==> config.mk <==
export PLATFORM = sky130hd
export DESIGN_NAME = seg7_scan_driver
export DESIGN_NICKNAME = d
export VERILOG_FILES = /design/src/rtl/seg7_scan_driver.sv
export SDC_FILE = /design/constraint.sdc
export NUM_CORES = 1
export LEC_CHECK = 0
export BUFFER_PORTS_ARGS = -buffer_cell sky130_fd_sc_hd__buf_2
export CORE_MARGIN = 5
export CORE_UTILIZATION = 40
export CTS_BUF_LIST = sky130_fd_sc_hd__clkbuf_16
export CTS_CLUSTER_DIAMETER = 80
export CTS_CLUSTER_SIZE = 8
export DETAILED_ROUTE_END_ITERATION = 12
export GPL_ROUTABILITY_DRIVEN = 0
export PLACE_DENSITY = 0.64
export SLEW_MARGIN = 30
export SYNTH_ARGS = -nofsm -noshare
export SYNTH_HDL_FRONTEND = slang
export SYNTH_SLANG_ARGS = --single-unit
==> constraint.sdc <==
create_clock -name fpga_clk -period 7.45 [get_ports fpga_clk]
set_input_delay 1.49 -clock fpga_clk [delete_from_list [all_inputs] [get_ports fpga_clk]]
set_output_delay 1.49 -clock fpga_clk [all_outputs]
set_load 0.005 [all_outputs]
==> src/rtl/seg7_scan_driver.sv <==
// Four-digit common-anode 7-segment scan driver fed by an asynchronous packed-BCD count.
// Optional build macro SEG7_BLANK_EN enables leading-zero blanking of digits 3..1.
module seg7_scan_driver #(
  parameter int SCAN_DIV = 100000
) (
  input  logic        fpga_clk,
  input  logic        sys_init_n,
  input  logic [15:0] bcd_int,
  input  logic        disp_en,
  output logic [6:0]  seg_n,
  output logic [3:0]  an_n,
  output logic        frame_tick
);

  localparam int PW = $clog2(SCAN_DIV);
  localparam logic [PW-1:0] TERM_CNT = PW'(SCAN_DIV - 1);

  logic [15:0]   s1_r;
  logic [15:0]   s2_r;
  logic [15:0]   s3_r;
  logic [15:0]   disp_r;
  logic [PW-1:0] presc_r;
  logic [1:0]    idx_r;
  logic [6:0]    seg_n_r;
  logic [3:0]    an_n_r;
  logic          frame_tick_r;

  logic          term_s;
  logic          wrap_s;
  logic          stable_s;
  logic [PW-1:0] presc_next_s;
  logic [1:0]    idx_next_s;
  logic [15:0]   disp_next_s;
  logic [3:0]    nib_s;
  logic          blank_s;
  logic [6:0]    seg_n_next_s;
  logic [3:0]    an_n_next_s;

  // Active-high {g..a} pattern; non-BCD nibbles show a dash.
  function automatic logic [6:0] bcd_to_seg(input logic [3:0] nib);
    logic [6:0] seg;
    case (nib)
      4'd0:    seg = 7'h3F;
      4'd1:    seg = 7'h06;
      4'd2:    seg = 7'h5B;
      4'd3:    seg = 7'h4F;
      4'd4:    seg = 7'h66;
      4'd5:    seg = 7'h6D;
      4'd6:    seg = 7'h7D;
      4'd7:    seg = 7'h07;
      4'd8:    seg = 7'h7F;
      4'd9:    seg = 7'h6F;
      default: seg = 7'h40;
    endcase
    return seg;
  endfunction

`ifdef SEG7_BLANK_EN
  // A digit is a leading zero when it and every more significant digit are 0.
  function automatic logic lead_zero(input logic [15:0] val, input logic [1:0] idx);
    logic z;
    case (idx)
      2'd3:    z = (val[15:12] == 4'd0);
      2'd2:    z = (val[15:8]  == 8'd0);
      2'd1:    z = (val[15:4]  == 12'd0);
      default: z = 1'b0;
    endcase
    return z;
  endfunction
`endif

  // Timebase, digit select and stable-only capture at frame wrap.
  always_comb begin
    term_s       = (presc_r == TERM_CNT);
    wrap_s       = term_s && (idx_r == 2'd3);
    stable_s     = (s2_r == s3_r);
    presc_next_s = presc_r + PW'(1'b1);
    idx_next_s   = idx_r;
    disp_next_s  = disp_r;
    if (term_s) begin
      presc_next_s = '0;
      idx_next_s   = idx_r + 2'd1;
    end else begin
      presc_next_s = presc_r + PW'(1'b1);
    end
    if (wrap_s && stable_s) begin
      disp_next_s = s3_r;
    end else begin
      disp_next_s = disp_r;
    end
  end

  // Segment/anode values for the currently selected digit.
  always_comb begin
    nib_s        = 4'd0;
    blank_s      = 1'b0;
    seg_n_next_s = 7'h7F;
    an_n_next_s  = 4'b1111;
    case (idx_r)
      2'd0:    nib_s = disp_r[3:0];
      2'd1:    nib_s = disp_r[7:4];
      2'd2:    nib_s = disp_r[11:8];
      2'd3:    nib_s = disp_r[15:12];
      default: nib_s = 4'd0;
    endcase
`ifdef SEG7_BLANK_EN
    blank_s = lead_zero(disp_r, idx_r);
`else
    blank_s = 1'b0;
`endif
    if (disp_en) begin
      an_n_next_s = ~(4'b0001 << idx_r);
      if (blank_s) begin
        seg_n_next_s = 7'h7F;
      end else begin
        seg_n_next_s = ~bcd_to_seg(nib_s);
      end
    end else begin
      an_n_next_s  = 4'b1111;
      seg_n_next_s = 7'h7F;
    end
  end

  // State and registered outputs.
  always_ff @(posedge fpga_clk or negedge sys_init_n) begin
    if (!sys_init_n) begin
      s1_r         <= 16'h0000;
      s2_r         <= 16'h0000;
      s3_r         <= 16'h0000;
      disp_r       <= 16'h0000;
      presc_r      <= '0;
      idx_r        <= 2'd0;
      seg_n_r      <= 7'h7F;
      an_n_r       <= 4'b1111;
      frame_tick_r <= 1'b0;
    end else begin
      s1_r         <= bcd_int;
      s2_r         <= s1_r;
      s3_r         <= s2_r;
      disp_r       <= disp_next_s;
      presc_r      <= presc_next_s;
      idx_r        <= idx_next_s;
      seg_n_r      <= seg_n_next_s;
      an_n_r       <= an_n_next_s;
      frame_tick_r <= wrap_s;
    end
  end

  assign seg_n      = seg_n_r;
  assign an_n       = an_n_r;
  assign frame_tick = frame_tick_r;

endmodule

# After elaboration in Yosys (flattened, before gate mapping)
# Memory sizes are Yosys's and may differ from the RTL's.
# Cells that the tools add are included.
dict set report op_classes {
  n_reduce_logical 3
  eq_ne 5
  mux 5
  shift 1
  n_bitwise 2
  addsub 2
}
# operator count
set ops {}
lappend ops {{$add 17x1->17 const B} 1}
lappend ops {{$eq 17x17->1 const B} 1}
lappend ops {{$mux 17} 1}
lappend ops {{$eq 16x16->1} 1}
lappend ops {{$pmux 4 s4} 1}
lappend ops {{$mux 7} 2}
lappend ops {{$not 7->7} 1}
lappend ops {{$eq 2x2->1 const B} 2}
lappend ops {{$mux 4} 1}
lappend ops {{$not 4->4} 1}
lappend ops {{$shl 1x2->4 const A} 1}
lappend ops {{$add 2x1->2 const B} 1}
lappend ops {{$eq 2x1->1 const B} 1}
lappend ops {{$logic_and 1x1->1} 2}
lappend ops {{$logic_not 2->1} 1}
dict set report totals {
  reg_bits 95
  mem_bits_ro 112
  elab_cells 28
  input_bits 19
  mem_count 1
}
# name words word_bits rd rd_ports_with_merged_regs wr line_no
set memory_table {}
lappend memory_table {{(name not given)} 16 7 1 0 0 42} ;# case (nib)

# Longest topological paths before layout
# An unclocked memory read counts as a cell.
dict set report logic_depth {
  ltp_word 6
  ltp_mapped 9
  ltp_nobuf 9
}

# Worst setup path before layout
# Ideal clock, no wire load.
dict set report synth_path {
  kind {register to register}
  start {register presc_r[8]}
  end {register disp_r[10]}
  arrival_ps 2439
  period_less_slack_ps 2566
  stages_incl_launch_ff 8
  path_buffers 2
  setup_slack_ps 4884
  cell_sequence {dfrtp_1 or4_1 or4b_4 nor4_4 and3_1 buf_4 buf_6 mux2_1}
}
dict set report synth_between {
  elab_chain_len 3
}
# item line_no
set synth_rtl {}
lappend synth_rtl {{from (decl)} 22} ;# logic [PW-1:0] presc_r;
lappend synth_rtl {{from (signal assigned)} 141} ;# presc_r <= presc_next_s;
lappend synth_rtl {{$eq 17x17->1} 74} ;# term_s = (presc_r == TERM_CNT);
lappend synth_rtl {{$logic_and 1x1->1} 75} ;# wrap_s = term_s && (idx_r == 2'd3);
lappend synth_rtl {{$logic_and 1x1->1} 86} ;# if (wrap_s && stable_s) begin
lappend synth_rtl {{to (signal assigned)} 140} ;# disp_r <= disp_next_s;
lappend synth_rtl {{to (decl)} 21} ;# logic [15:0] disp_r;
# Every way passes these cells.
# A chain may end at the register's enable or synchronous reset.

# Worst setup path in the final report
dict set report layout_path {
  start {register presc_r[8]}
  end {register disp_r[1]}
}
# Same word-level chain as after synthesis.

==> results_dict.tcl <==
set metrics [dict create \
    status "completed" \
    crit_path_max_fanout 16 \
    die_w_um 104 \
    grt_first_pass_wirelength_um 9890 \
    worstMarginPinSlew_ns 0.708 \
    clock_skew_ns 0.00601 \
    portBuffers 30 \
    fin_ws_ns 4.09 \
    hold_path_depth 0 \
    grt_antenna_before_repair 0 \
    max_stage_delay_ns 0.74 \
    coreArea_sq_mm 0.00868 \
    seq_area_frac_synth_pct 67.3 \
    layoutNonFillerInstCount 405 \
    yosysUniqueCellTypes 32 \
    finalSetupViolations 0 \
    max_slew_margin_pct 52.8 \
    avgSynthCellArea_sq_um 14.0 \
    grt-ovfl-total 0 \
    synth_xor_area_share_pct 7.39 \
    cts.sink_count 95 \
    hold_class "register to register" \
    drive_gt1_share_pct 22.9 \
    rsz0062_at_grt "false" \
    cp_data_required_time_ns 7.67 \
    fin_crit_sh_pct 45.1 \
    cts_tree "built" \
    firstDrtPassIters 6 \
    synth_top_cell_by_area "dfrtp_1" \
    async_flop_share_pct 100 \
    grt_pass1_vias 2094 \
    numCtsBuffers 9 \
    synthAdderAreaFrac_pct 3.87 \
    yosys_warnings 0 \
    clk_path_buf_depth 2 \
    path_cells "or4_1 > or4b_4 > nor4_4 > and3_1 > mux2_2" \
    post-place-cells 389 \
    fp.dieArea_sq_mm 0.0109 \
    worst_setup_path_start_kind "register" \
    grt_use_total_pct 11.3 \
    slew_violations 0 \
    synth_area_sq_mm 0.00355 \
    drc_errors 0 \
    crit_type "register to register" \
    synth_top_family_by_area "simple AND/OR/NAND/NOR gates" \
    num-nets-final 322 \
    insertion_delay_ns 0.34 \
    powerDensity_mw_per_mm2 243 \
    finalCriticalPeriod_ns 3.36 \
    synth_top_area_share_pct 59.2 \
    vias 1970 \
    max-vdd-ir-drop_mv 0.124 \
    synth-simple-area-share_pct 9.19 \
    fmax_ghz 0.298 \
    start_util_pct 40.9 \
    ant_nets 0 \
    cap_violations 0 \
    synth.area.top_cells "dfrtp_1 (59%), dfstp_2 (8.1%), xnor2_1 (6.7%), ha_1 (3.9%), mux2_1 (3.2%)" \
    arrival_ns 3.58 \
    synth_edf_count 0 \
    synthMostInstantiatedCell "dfrtp_1" \
    reg2reg_depth 5 \
    synthMuxAreaShare_pct 6.83 \
    syn_inst 254 \
    finalSetupTns_ns 0 \
    drt_wl_total_um 5520 \
    hold_viol 0 \
    min_from "s1_r[7]$_DFF_PN0_" \
    r2r_start "presc_r[8]$_DFF_PN0_" \
    synth_compound_area_share_pct 3.27 \
    clock-root-buffer "clkbuf_16" \
    die_h_um 104 \
    synthFlopType "dfrtp_1" \
    crit_start "presc_r[8]$_DFF_PN0_" \
    num_antenna_cells 0 \
    place.detailed.hpwl_um 3780 \
    fin_util_pct 47.4 \
    critPathSlowestCell "and3_1" \
    p_leak_uw 0.00188 \
    cts_setup_buffers 0 \
    dpl_worst_slack_ns 4.07 \
    grt_max_degree 56 \
    htreeDepth 3 \
    wl_per_cell_um 13.6 \
    netlist_top_cells_count "dfrtp_1 (84), xnor2_1 (27), nor2_1 (15)" \
    synth_seq_cells 95 \
    area_growth_pct 15.8 \
    clkTransAtPathRegs_ns 0.07 \
    cts_resized 0 \
    viasPerCell 4.86 \
    syn_nets 284 \
    drtIter0Drc 54 \
    critPathCaptureType "register" \
    rows 34 \
    cts_hold_buf 0 \
    io_pins 31 \
]
[flip-flops by register name, summed over array words and instances, names as in the netlist]
register,cells
seg_n,7
an_n,4
presc_r,17
s3_r,16
disp_r,16
s2_r,16
frame_tick,1
s1_r,16
idx_r,2
[logic make-up after synthesis]
logic type | after synthesis
multiplexers | 22
XOR/XNOR | 30
buffers and inverters | 17
AND/OR/NAND/NOR | 60
adder cells (fa/ha/maj) | 11
AO/OA/AOI/OAI | 19
flip-flops | 95
[power breakdown]
group          internal, uW  leakage [uW]  switching (uW)
registers               532       0.00116            7.97
clock network           234      0.000144             201
logic                  11.3      0.000572            15.3
[cell usage in the layout (no fill, tap or decap), types with 2 or more instances in the layout]
master,count
a21oi_1,6
a222oi_1,4
and3_1,4
buf_2,29
buf_4,2
clkbuf_16,9
clkinv_4,3
dfrtp_1,84
dfstp_2,11
ha_1,11
inv_1,13
inv_8,2
mux2_1,10
mux2_2,8
mux2i_1,4
nand2_1,12
nand2b_1,3
nand3_1,6
nand4_1,7
nor2_1,15
nor4_1,3
o21ai_0,8
or3_1,2
or4_1,2
xnor2_1,27
xor2_1,3
[final cells by class]
type,count,area (sq um)
Clock inverter,7,68.8
Multi-Input combinational cell,142,1090
Inverter,13,48.8
Timing Repair Buffer,31,160
Clock buffer,9,225
Tap cell,108,135
Fill cell,795,4560
Sequential cell,95,2390
[metal layers]
layer	GRT usage, %	vias up	routed length (um)
li1	-	946	-
met1	14.8	970	2630
met2	16.5	41	2480
met3	4.03	13	273
met4	5.46	0	130
met5	0	-	0
[critical path, delay by kind of cell, from the launching register on]
family / cells / cell delay, ns
flip-flops: 1 / 0.40
multiplexers: 1 / 0.41
AND/OR/NAND/NOR: 4 / 2.43
[through the flow]
step / total power (uW) / hold WS, ns / cell area (sq um)
2_1_floorplan: 557 / 0.331 / 3550
3_3_place_gp: 577 / 0.332 / 3820
4_1_cts: 1020 / 0.351 / 4120
5_1_grt: 1040 / 0.356 / 4120
3_5_place_dp: 578 / 0.335 / 3820
6_report: 1000 / 0.349 / 4120
[final timing paths]
| check | endpoint | slack, ns |
|---|---|---|
| max in group asynchronous | disp_r[5]$_DFFE_PN0P_ | 5.29 |
| hold / removal | s2_r[7]$_DFF_PN0_ | 0.35 |
| setup / recovery | disp_r[1]$_DFFE_PN0P_ | 4.09 |
| hold reg to reg | s2_r[7]$_DFF_PN0_ | 0.35 |
| min in group asynchronous | idx_r[1]$_DFFE_PN0N_ | 1.13 |
| setup reg to reg | disp_r[1]$_DFFE_PN0P_ | 4.09 |
Note: power is estimated with default switching activity, not from simulation.
